## src/rtl/cnn16_pkg.sv

```systemverilog
// Shared constants, FSM states and win_data element slicing for the CNN16 feature-RAM datapath.
// Used by the window fetcher, the feature RAM and the MAC stage.
package cnn16_pkg;
  localparam int DATA_WIDTH = 16;
  localparam int ADDR_WIDTH = 12;
  localparam int KERNEL     = 3;
  localparam int KTAPS      = 9;

  typedef enum logic [2:0] {
    ST_IDLE,
    ST_CHECK,
    ST_FETCH,
    ST_DRAIN,
    ST_EMIT,
    ST_DONE
  } cnn16_state_t;
endpackage

`ifndef CNN16_ELEM
`define CNN16_ELEM(k) (k)*DATA_WIDTH +: DATA_WIDTH
`endif

```

## src/rtl/cnn16_addr_gen.sv

```systemverilog
// Combinational pixel address: base + row*img_w + col, wrapping modulo 2^ADDR_WIDTH.
// With CNN16_WINDOW_PAD_EN the tap is centred on (row,col) and in_bounds flags padded taps.
module cnn16_addr_gen #(
  parameter int ADDR_WIDTH = cnn16_pkg::ADDR_WIDTH,
  parameter int DIM_WIDTH  = 7
) (
  input  logic [ADDR_WIDTH-1:0] base,
  input  logic [DIM_WIDTH-1:0]  img_w,
`ifdef CNN16_WINDOW_PAD_EN
  input  logic [DIM_WIDTH-1:0]  img_h,
`endif
  input  logic [DIM_WIDTH-1:0]  row,
  input  logic [DIM_WIDTH-1:0]  col,
  input  logic [1:0]            dy,
  input  logic [1:0]            dx,
  output logic [ADDR_WIDTH-1:0] addr,
  output logic                  in_bounds
);
  localparam int SW = 2*DIM_WIDTH + 6;

  logic [SW-1:0] pr, pc;

  always_comb begin
    pr = SW'(row) + SW'(dy);
    pc = SW'(col) + SW'(dx);
`ifdef CNN16_WINDOW_PAD_EN
    // A negative coordinate wraps to a huge value; the MSB marks it out of bounds
    pr = pr - SW'(1);
    pc = pc - SW'(1);
    in_bounds = !pr[SW-1] && !pc[SW-1] && (pr < SW'(img_h)) && (pc < SW'(img_w));
`else
    in_bounds = 1'b1;
`endif
    addr = base + ADDR_WIDTH'(pr * SW'(img_w) + pc);
  end
endmodule

```

## src/rtl/cnn16_window_fetch.sv

```systemverilog
// Scans a feature map in the CNN16 RAM and emits 3x3 windows; 11 cycles/window, RAM read latency 1.
// Holds win_data stable under win_ready backpressure; CNN16_WINDOW_PAD_EN enables "same" zero-padding.
module cnn16_window_fetch
  import cnn16_pkg::*;
#(
  parameter int DATA_WIDTH = cnn16_pkg::DATA_WIDTH,
  parameter int ADDR_WIDTH = cnn16_pkg::ADDR_WIDTH,
  parameter int DIM_WIDTH  = 7
) (
  input  logic                        clk,
  input  logic                        rst_n,
  input  logic                        start,
  input  logic [ADDR_WIDTH-1:0]       base_addr,
  input  logic [DIM_WIDTH-1:0]        img_w,
  input  logic [DIM_WIDTH-1:0]        img_h,
  output logic                        mem_write,
  output logic [ADDR_WIDTH-1:0]       address,
  input  logic [DATA_WIDTH-1:0]       mem_rdata,
  output logic                        win_valid,
  input  logic                        win_ready,
  output logic [KTAPS*DATA_WIDTH-1:0] win_data,
  output logic [DIM_WIDTH-1:0]        out_row,
  output logic [DIM_WIDTH-1:0]        out_col,
  output logic                        busy,
  output logic                        done,
  output logic                        err
);
`ifdef CNN16_WINDOW_PAD_EN
  localparam logic [DIM_WIDTH-1:0] MIN_DIM = DIM_WIDTH'(1);
`else
  localparam logic [DIM_WIDTH-1:0] MIN_DIM = DIM_WIDTH'(KERNEL);
`endif
  localparam logic [1:0] KLAST = 2'(KERNEL - 1);

  cnn16_state_t state, state_nxt;

  logic [ADDR_WIDTH-1:0]       base_q, addr_q, gen_addr;
  logic [DIM_WIDTH-1:0]        w_q, h_q, row_q, col_q;
  logic [1:0]                  dy_q, dx_q;
  logic [3:0]                  cap_k;
  logic                        cap_vld, cap_zero, err_q, in_bounds;
  logic [KTAPS*DATA_WIDTH-1:0] win_q;
  logic                        last_tap, last_win, bad_dim;

  cnn16_addr_gen #(
    .ADDR_WIDTH(ADDR_WIDTH),
    .DIM_WIDTH (DIM_WIDTH)
  ) u_addr_gen (
    .base     (base_q),
    .img_w    (w_q),
`ifdef CNN16_WINDOW_PAD_EN
    .img_h    (h_q),
`endif
    .row      (row_q),
    .col      (col_q),
    .dy       (dy_q),
    .dx       (dx_q),
    .addr     (gen_addr),
    .in_bounds(in_bounds)
  );

  assign last_tap = (dy_q == KLAST) && (dx_q == KLAST);
  assign last_win = (col_q == w_q - MIN_DIM) && (row_q == h_q - MIN_DIM);
  assign bad_dim  = (w_q < MIN_DIM) || (h_q < MIN_DIM);

  always_ff @(posedge clk) begin
    if (!rst_n) state <= ST_IDLE;
    else        state <= state_nxt;
  end

  always_comb begin
    state_nxt = state;
    busy      = 1'b0;
    done      = 1'b0;
    win_valid = 1'b0;
    case (state)
      ST_IDLE:  if (start) state_nxt = ST_CHECK;
      ST_CHECK: begin
        busy      = 1'b1;
        state_nxt = bad_dim ? ST_DONE : ST_FETCH;
      end
      ST_FETCH: begin
        busy = 1'b1;
        if (last_tap) state_nxt = ST_DRAIN;
      end
      ST_DRAIN: begin
        busy      = 1'b1;
        state_nxt = ST_EMIT;
      end
      ST_EMIT: begin
        busy      = 1'b1;
        win_valid = 1'b1;
        if (win_ready) state_nxt = last_win ? ST_DONE : ST_FETCH;
      end
      ST_DONE: begin
        done      = 1'b1;
        state_nxt = ST_IDLE;
      end
      default: state_nxt = ST_IDLE;
    endcase
  end

  // Padded taps issue no read: the bus simply keeps its previous address
  assign address = (state == ST_FETCH && in_bounds) ? gen_addr : addr_q;

  always_ff @(posedge clk) begin
    if (!rst_n) begin
      base_q   <= '0;
      addr_q   <= '0;
      w_q      <= '0;
      h_q      <= '0;
      row_q    <= '0;
      col_q    <= '0;
      dy_q     <= '0;
      dx_q     <= '0;
      cap_k    <= '0;
      cap_vld  <= 1'b0;
      cap_zero <= 1'b0;
      err_q    <= 1'b0;
      win_q    <= '0;
    end else begin
      addr_q  <= address;
      cap_vld <= 1'b0;
      case (state)
        ST_IDLE: if (start) begin
          base_q <= base_addr;
          w_q    <= img_w;
          h_q    <= img_h;
          err_q  <= 1'b0;
        end
        ST_CHECK: begin
          row_q <= '0;
          col_q <= '0;
          dy_q  <= '0;
          dx_q  <= '0;
          if (bad_dim) err_q <= 1'b1;
        end
        ST_FETCH: begin
          cap_vld  <= 1'b1;
          cap_k    <= 4'(dy_q) * 4'd3 + 4'(dx_q);
          cap_zero <= !in_bounds;
          if (dx_q == KLAST) begin
            dx_q <= '0;
            dy_q <= (dy_q == KLAST) ? 2'd0 : dy_q + 2'd1;
          end else begin
            dx_q <= dx_q + 2'd1;
          end
        end
        ST_EMIT: if (win_ready && !last_win) begin
          if (col_q == w_q - MIN_DIM) begin
            col_q <= '0;
            row_q <= row_q + DIM_WIDTH'(1);
          end else begin
            col_q <= col_q + DIM_WIDTH'(1);
          end
        end
        default: ;
      endcase
      // RAM data for the tap addressed last cycle lands now
      if (cap_vld) begin
        for (int i = 0; i < KTAPS; i++) begin
          if (cap_k == 4'(i)) win_q[`CNN16_ELEM(i)] <= cap_zero ? '0 : mem_rdata;
        end
      end
    end
  end

  assign mem_write = 1'b0;
  assign win_data  = win_q;
  assign out_row   = row_q;
  assign out_col   = col_q;
  assign err       = err_q;
endmodule

```

## config.mk

```make
export PLATFORM = sky130hd
export DESIGN_NAME = cnn16_window_fetch
export DESIGN_NICKNAME = d
export VERILOG_FILES = /design/src/rtl/cnn16_pkg.sv /design/src/rtl/cnn16_addr_gen.sv /design/src/rtl/cnn16_window_fetch.sv
export SDC_FILE = /design/constraint.sdc
export NUM_CORES = 1
export LEC_CHECK = 0
export ABC_AREA = 1
export CORE_ASPECT_RATIO = 0.7
export CORE_MARGIN = 3
export CORE_UTILIZATION = 49
export CTS_BUF_LIST = sky130_fd_sc_hd__clkbuf_8
export DETAILED_ROUTE_END_ITERATION = 7
export HOLD_SLACK_MARGIN = 0.08
export PLACE_DENSITY = 0.85
export SYNTH_ARGS = -nofsm -noshare
export SYNTH_HDL_FRONTEND = slang
export SYNTH_SLANG_ARGS = --single-unit
```

## constraint.sdc

```tcl
create_clock -name clk -period 5.85 [get_ports clk]
set_input_delay 1.17 -clock clk [delete_from_list [all_inputs] [get_ports clk]]
set_output_delay 1.17 -clock clk [all_outputs]
set_load 0.02 [all_outputs]
```

==> reports/metrics.csv, run 1 <==
metric,value,unit
result of the run,"finished, violations left",
failing checks,negative setup slack,
pwr dens,315,mW/mm^2
number of nets in the final layout,1880,
Chip Width,185,um
die height,131,um
worst path arrival time,5.39,ns
diode insertion count for antenna repair,0,
yosys warns,0,
Clock H-tree levels,2,
kind of launch point of the worst setup path,flop,
Critical Path Fanout Max,4,
setup violators final,8,
area share of the largest cell type after synthesis,38.2,%
"Cell Area, Synth",0.0110,mm^2
Setup CP Type,flop to output port,
clock-pin slew of the registers on the worst-case setup and hold paths,0.07,ns
met1 usage in global routing,41.7,%
final design instance area without fill,0.0148,mm^2
ratio of cells with drive above 1 in the final layout,15.5,%
buffer levels on the longest clock path,3,
cell taking the most area after synthesis,sky130_fd_sc_hd__dfxtp_1,
most used standard cells in the synthesized netlist,"sky130_fd_sc_hd__nor2_1, sky130_fd_sc_hd__dfxtp_1, sky130_fd_sc_hd__inv_1",
part of the total power dissipated in combinational logic,38.3,%
"Seq/Total Area, Yosys",38.2,%
part of the power in registers,35.8,%
first-pass GRT wire length,53700,um
highest-utilization routing layer at the global route stage,met1,
post-layout worst setup margin,-0.709,ns
portion of the clock cycle consumed by the worst path in the final layout,112,%
Unique masters post-synth,41,
data required time of the worst path,4.68,ns
via count,10700,
Final ANT Viol Nets,0,
Post-Synthesis Cells,1481,
placed instance count,1981,
antenna violations before repair,0,
most repeated cell in the gate-level netlist after synthesis,sky130_fd_sc_hd__nor2_1,
number of iterations in the first detailed-routing pass,5,
total routing usage reported by global routing,28.3,%
cts hold-fix bufs,0,
number of I/O port buffers,219,
# IOs,221,
instance area at placement,0.0139,mm^2
final weighted congestion in routability-driven placement,0.946,
Syn Nets,1611,
final design utilization,68.0,%
classification of the worst-slack hold path,flop to flop,
final global-route overflow total,0,
async set or reset register ratio after synthesis,0,%
number of violations of the max-capacitance limit,0,
slew margin rel.,24.8,%
Core Box Area,0.0218,mm^2
net switching share of the total power,38.2,%
Synth Flop Type,sky130_fd_sc_hd__dfxtp_1,
CP endpoint kind,output port,
number of enable-type register cells in the synthesized netlist,0,
maximum clock frequency,152,MHz
buffer type at the clock tree root,sky130_fd_sc_hd__clkbuf_8,
setup slack after placement,-0.764,ns
CTS sink count,209,
number of rows created at floorplan,45,
mean instance size in the synthesized netlist,7.40,um^2
M2 GR Usage,41.7,%
number of failing hold endpoints at the final stage,0,
routed wire length,35300,um
smallest hold slack,0.442,ns
"count of placed standard cells in the final layout, fillers left out",2052,
effective utilization at floorplan,50.3,%
global routing met3 resource utilization,6.32,%
Pint,2880,uW
Skew-Pair Late Insertion Delay,0.52,ns
leakage power,0.00660,uW
largest net degree at the start of global routing,126,
post-route DRC violation count,0,
Synth-to-Final Area Change,35.2,%
leading cell types by total area after synthesis,"sky130_fd_sc_hd__dfxtp_1, sky130_fd_sc_hd__nor2_1, sky130_fd_sc_hd__fa_1",
part of the power in the clock network,25.8,%
Detailed Place HPWL,25300,um
Num CTS Buffers,34,
switching power total,1780,uW
final number of max-transition violations,0,
number of synthesized register bits,209,
via density per instance,5.23,
peak supply drop,0.173,mV
Tmin final,6.56,ns
Clock Skew,0.0187,ns
detailed-route wire length per cell,17.2,um
via count of the first global-routing pass,9988,
RSZ-0062 raised after global routing,true,
count of routing violations after the opening detailed-route iteration,926,
Worst Tran Pin Value,1.12,ns
CTS tree,built,
area of the die,0.0242,mm^2
-- cell type report --
| class | count | area [um^2] |
|---|---|---|
| clock inverter | 16 | 73.8 |
| tap | 282 | 353 |
| inverter | 194 | 734 |
| multi-input combinational | 1000 | 6030 |
| sequential | 209 | 4190 |
| clock buffer | 40 | 551 |
| timing repair buffer | 311 | 2880 |
| fill | 1783 | 6980 |
-- critical path: stages (launching register included) --
cell	delay, ns
sky130_fd_sc_hd__dfxtp_4	0.37
sky130_fd_sc_hd__ha_4	0.14
sky130_fd_sc_hd__inv_2	0.04
sky130_fd_sc_hd__fa_2	0.40
sky130_fd_sc_hd__nor2_4	0.17
sky130_fd_sc_hd__xor2_4	0.26
sky130_fd_sc_hd__inv_4	0.09
sky130_fd_sc_hd__nor2_4	0.13
sky130_fd_sc_hd__fa_2	0.44
sky130_fd_sc_hd__fa_1	0.49
sky130_fd_sc_hd__ha_1	0.30
sky130_fd_sc_hd__inv_2	0.04
sky130_fd_sc_hd__fa_1	0.49
sky130_fd_sc_hd__inv_2	0.05
sky130_fd_sc_hd__fa_2	0.37
sky130_fd_sc_hd__a21oi_4	0.16
sky130_fd_sc_hd__o21ai_4	0.09
sky130_fd_sc_hd__a21oi_2	0.13
sky130_fd_sc_hd__nor2_1	0.05
sky130_fd_sc_hd__nor2_1	0.14
sky130_fd_sc_hd__xor2_1	0.17
sky130_fd_sc_hd__nand2_1	0.09
sky130_fd_sc_hd__nand2_1	0.10
sky130_fd_sc_hd__inv_1	0.05
sky130_fd_sc_hd__buf_6	0.12
-- cell usage in the layout (no fill, tap or decap), types with 2 or more instances in the layout --
master and count:
sky130_fd_sc_hd__nor2_4 6, sky130_fd_sc_hd__inv_1 178, sky130_fd_sc_hd__dfxtp_1 206, sky130_fd_sc_hd__fa_2 6, sky130_fd_sc_hd__nand2_2 21, sky130_fd_sc_hd__clkinvlp_4 2
sky130_fd_sc_hd__dfxtp_2 2, sky130_fd_sc_hd__a21oi_1 72, sky130_fd_sc_hd__buf_4 91, sky130_fd_sc_hd__inv_2 25, sky130_fd_sc_hd__nor3_1 10, sky130_fd_sc_hd__clkbuf_8 40
sky130_fd_sc_hd__nand4_1 13, sky130_fd_sc_hd__clkinv_2 2, sky130_fd_sc_hd__fa_1 44, sky130_fd_sc_hd__nand2_1 150, sky130_fd_sc_hd__a21oi_2 12, sky130_fd_sc_hd__or2_2 8
sky130_fd_sc_hd__buf_2 3, sky130_fd_sc_hd__ha_1 27, sky130_fd_sc_hd__nand2_4 3, sky130_fd_sc_hd__nand3_4 4, sky130_fd_sc_hd__ha_4 7, sky130_fd_sc_hd__o21ai_2 4
sky130_fd_sc_hd__nand3_1 67, sky130_fd_sc_hd__nor2_2 14, sky130_fd_sc_hd__nor2_1 313, sky130_fd_sc_hd__inv_4 2, sky130_fd_sc_hd__clkdlybuf4s50_1 209, sky130_fd_sc_hd__xnor2_1 7
sky130_fd_sc_hd__nand3_2 3, sky130_fd_sc_hd__xor2_1 21, sky130_fd_sc_hd__nor3b_1 2, sky130_fd_sc_hd__buf_6 7, sky130_fd_sc_hd__o21ai_0 168
-- registers in the layout, summed over array words and instances, names as in the netlist --
register	flops
win_data	144
addr_q	12
base_q	12
h_q	7
out_col	7
out_row	7
w_q	7
cap_k	4
state	3
dx_q	2
dy_q	2
cap_vld	1
err	1
-- cell families (layout without fill, tap and decap cells) --
group	after synthesis	in the layout	share of synthesized area, %
XOR/XNOR	30	30	2.47
adder cells (fa/ha/maj)	84	84	13.0
AND/OR/NAND/NOR	618	618	24.1
AO/OA/AOI/OAI	267	267	12.7
buffers and inverters	272	561	9.55
other	1	1	0.0342
flip-flops	209	209	38.2
-- path summary, 6_finish.rpt --
| path | cells past startpoint | startpoint | to | slack (ns) |
|---|---|---|---|---|
| worst max register to register | 24 | out_row[0] | addr_q[11] | 0.83 |
| worst max-delay path | 24 | out_row[0] | address[9] | -0.71 |
| worst min register to register | 2 | win_data[12] | win_data[12] | 0.44 |
| worst min-delay path | 2 | win_data[12] | win_data[12] | 0.44 |
-- layer usage --
metal / part of all wire (%) / wire, um
met3: 8.4 / 2980
met2: 42 / 14900
met1: 47 / 16500
met4: 2.5 / 898
met5: 0 / 0
-- metrics by stage --
step,setup TNS (ns),power [uW]
finish,-3.90,4660
detailed placement,-4.42,3390
global route,-5.39,4940
floorplan,0,2710
CTS,-3.66,4650
global placement,-3.72,3340
-- repair_timing --
action	4_1_cts	5_1_grt
setup endpoints to repair	9	9
buffers inserted	10	5
pin swaps	60	18
gates resized for setup	86	18
-- power by group through the flow --
| stage | clock network, uW | registers, uW | logic (uW) |
|---|---|---|---|
| after global placement | 0 | 1690 | 1650 |
| after global routing | 1290 | 1690 | 1960 |
| after floorplan | 0 | 1740 | 975 |
| after detailed placement | 0 | 1700 | 1690 |
| final | 1210 | 1670 | 1790 |
| after CTS | 1220 | 1670 | 1750 |
(Power assumes the default switching activity.)
==> inputs of run 2 (changes only) <==
Settings changed: CTS_CLUSTER_SIZE from default to 16.
==> results of run 2 <==
Same layout as run 1: the final DEF is identical, and so are final timing and power.
==> inputs of run 3 (changes only) <==
Settings changed: PLACE_DENSITY 0.85 to 0.8.
==> reports/metrics.csv, run 3 (synthesis gave the netlist of run 1 again) <==
metric,value,unit,change
total routing usage reported by global routing,28.7,%,+0.39 points
Detailed Place HPWL,25500,um,+0.74%
Tmin final,6.50,ns,-0.0627 ns
detailed-route wire length per cell,17.4,um,+0.97%
Core Box Area,0.0218,mm^2,unchanged
kind of launch point of the worst setup path,flop,,
buffer type at the clock tree root,sky130_fd_sc_hd__clkbuf_8,,
number of violations of the max-capacitance limit,0,,unchanged
Worst R2R Setup Slack,0.97,ns,+0.14 ns
Synth-to-Final Area Change,35.3,%,about the same
Critical R2R Capture,addr_q[9],,
Worst Tran Pin Value,1.12,ns,-0.00802 ns
setup violators final,7,,-1
diode insertion count for antenna repair,0,,unchanged
Final ANT Viol Nets,0,,unchanged
antenna violations before repair,0,,unchanged
final global-route overflow total,0,,unchanged
area of the die,0.0242,mm^2,unchanged
final number of max-transition violations,0,,unchanged
classification of the worst-slack hold path,flop to flop,,
"count of placed standard cells in the final layout, fillers left out",2051,,-0.049%
Clock Skew,0.0195,ns,+0.000824 ns
number of I/O port buffers,219,,unchanged
hold path start,win_data[62],,
"most common cell after layout, fill and taps aside",sky130_fd_sc_hd__nor2_1,,
"top library cells by usage in the layout, fill and taps aside","sky130_fd_sc_hd__nor2_1, sky130_fd_sc_hd__clkdlybuf4s50_1, sky130_fd_sc_hd__dfxtp_1",,
final design utilization,68.0,%,about the same
portion of the clock cycle consumed by the worst path in the final layout,111,%,-1.1 points
via density per instance,5.24,,+0.17%
Num CTS Buffers,35,,+2.9%
largest net degree at the start of global routing,92,,-27%
ratio of cells with drive above 1 in the final layout,15.5,%,about the same
RSZ-0062 raised after global routing,true,,
Setup CP Type,flop to output port,,
CP endpoint kind,output port,,
cts hold-fix bufs,0,,unchanged
number of flip-flops under the largest register name,144,,unchanged
data required time of the worst path,4.68,ns,about the same
failing checks,negative setup slack,,
CTS tree,built,,
fill count,1802,,+1.1%
via count,10800,,+0.12%
destination of the worst hold path,win_data[62],,
slew margin rel.,25.3,%,+0.48 points
result of the run,"finished, violations left",,
leakage power,0.00658,uW,-0.21%
via count of the first global-routing pass,10300,,+2.7%
maximum clock frequency,154,MHz,+0.97%
Chip Width,185,um,unchanged
final design instance area without fill,0.0148,mm^2,about the same
final weighted congestion in routability-driven placement,0.954,,+0.92%
clock-pin slew of the registers on the worst-case setup and hold paths,0.06,ns,about the same
Max stage delay on crit path,0.53,ns,+0.04 ns
buffer levels on the longest clock path,3,,unchanged
effective utilization at floorplan,50.3,%,unchanged
number of iterations in the first detailed-routing pass,5,,unchanged
total power draw,4690,uW,+0.67%
Critical Path Fanout Max,3,,-1
post-route DRC violation count,0,,unchanged
post-layout worst setup margin,-0.646,ns,+0.0627 ns
multi-input combinational cell area,0.00605,mm^2,+0.44%
sequential cell area,0.00419,mm^2,about the same
# IOs,221,,unchanged
instance area at placement,0.0139,mm^2,-0.11%
number of failing hold endpoints at the final stage,0,,unchanged
placed instance count,1979,,-0.10%
count of routing violations after the opening detailed-route iteration,1016,,+9.7%
beginning of the worst register-to-register path,out_row[0],,
cell count of the worst hold path,2,,unchanged
Clock H-tree levels,2,,unchanged
number of rows created at floorplan,45,,unchanged
smallest hold slack,0.447,ns,+0.00420 ns
worst reg-to-reg path cell count,26,,+8.3%
die height,131,um,unchanged
peak supply drop,0.161,mV,-7.3%
first-pass GRT wire length,54600,um,+1.7%
worst path arrival time,5.33,ns,-0.06 ns
CP max-delay cell,sky130_fd_sc_hd__fa_1,,
routed wire length,35600,um,+0.92%
number of nets in the final layout,1875,,-0.27%
pwr dens,317,mW/mm^2,+0.60%
Skew-Pair Late Insertion Delay,0.53,ns,about the same
CTS sink count,209,,unchanged
-- run 3: cell types whose count changed in the layout (fill, tap and decap cells not counted), sizes merged, moves of 2 or more --
cell      previous run  this run
buf                101        95
clkinv               2         4
inv                206       210
clkinvlp             2         0
-- run 3: layout make-up --
cell class	count	share of cell area [%]
repair buffers	305	19.1
inverters	194	4.92
well taps	282	2.38
multi-input cells	1000	40.8
clock inverters	20	0.650
flip-flops and latches	209	28.3
clock buffers	41	3.81
-- run 3: how the worst max path moves through the flow --
stage	start	end	slack, ns	depth (start not counted)
floorplan	out_row[0]	address[10]	0.007	21
global placement	dy_q[0]	address[10]	-0.61	22
detailed placement	dy_q[0]	address[10]	-0.66	22
CTS	out_row[0]	address[9]	-0.63	24
global route	out_row[0]	address[10]	-0.83	25
finish	out_row[0]	address[9]	-0.65	26
-- run 3: power breakdown --
part / leakage (uW) / internal, uW / switching (uW)
Clock: 0.000396 / 643 / 609
Sequential: 0.00169 / 1560 / 122
Combinational: 0.00450 / 693 / 1070
-- run 3: per-stage QoR --
step / TNS (ns) / setup WS, ns
after CTS: -3.51 / -0.629
final: -3.51 / -0.646
after global routing: -5.16 / -0.829
after floorplan: 0 / 0.00701
after detailed placement: -3.84 / -0.656
after global placement: -3.39 / -0.614
-- run 3: layer usage --
layer / global-route usage, % / up-vias / wire (um)
li1: - / 5179 / -
met1: 41.7 / 5008 / 16000
met5: 0 / - / 0
met4: 10.2 / 0 / 1220
met3: 7.58 / 92 / 3610
met2: 41.2 / 476 / 14800
-- run 3: critical path: cells and delay by family (launching register included) --
family,cells,cell delay (ns)
AO/OA/AOI/OAI,3,0.38
adder cells (fa/ha/maj),8,2.83
buffers and inverters,7,0.49
XOR/XNOR,1,0.16
AND/OR/NAND/NOR,7,0.58
flip-flops,1,0.36
-- run 3: what timing repair did --
action,CTS,global route
setup buffers,9,2
pin swaps,58,13
gates resized for setup,92,10
setup endpoints to repair,9,8
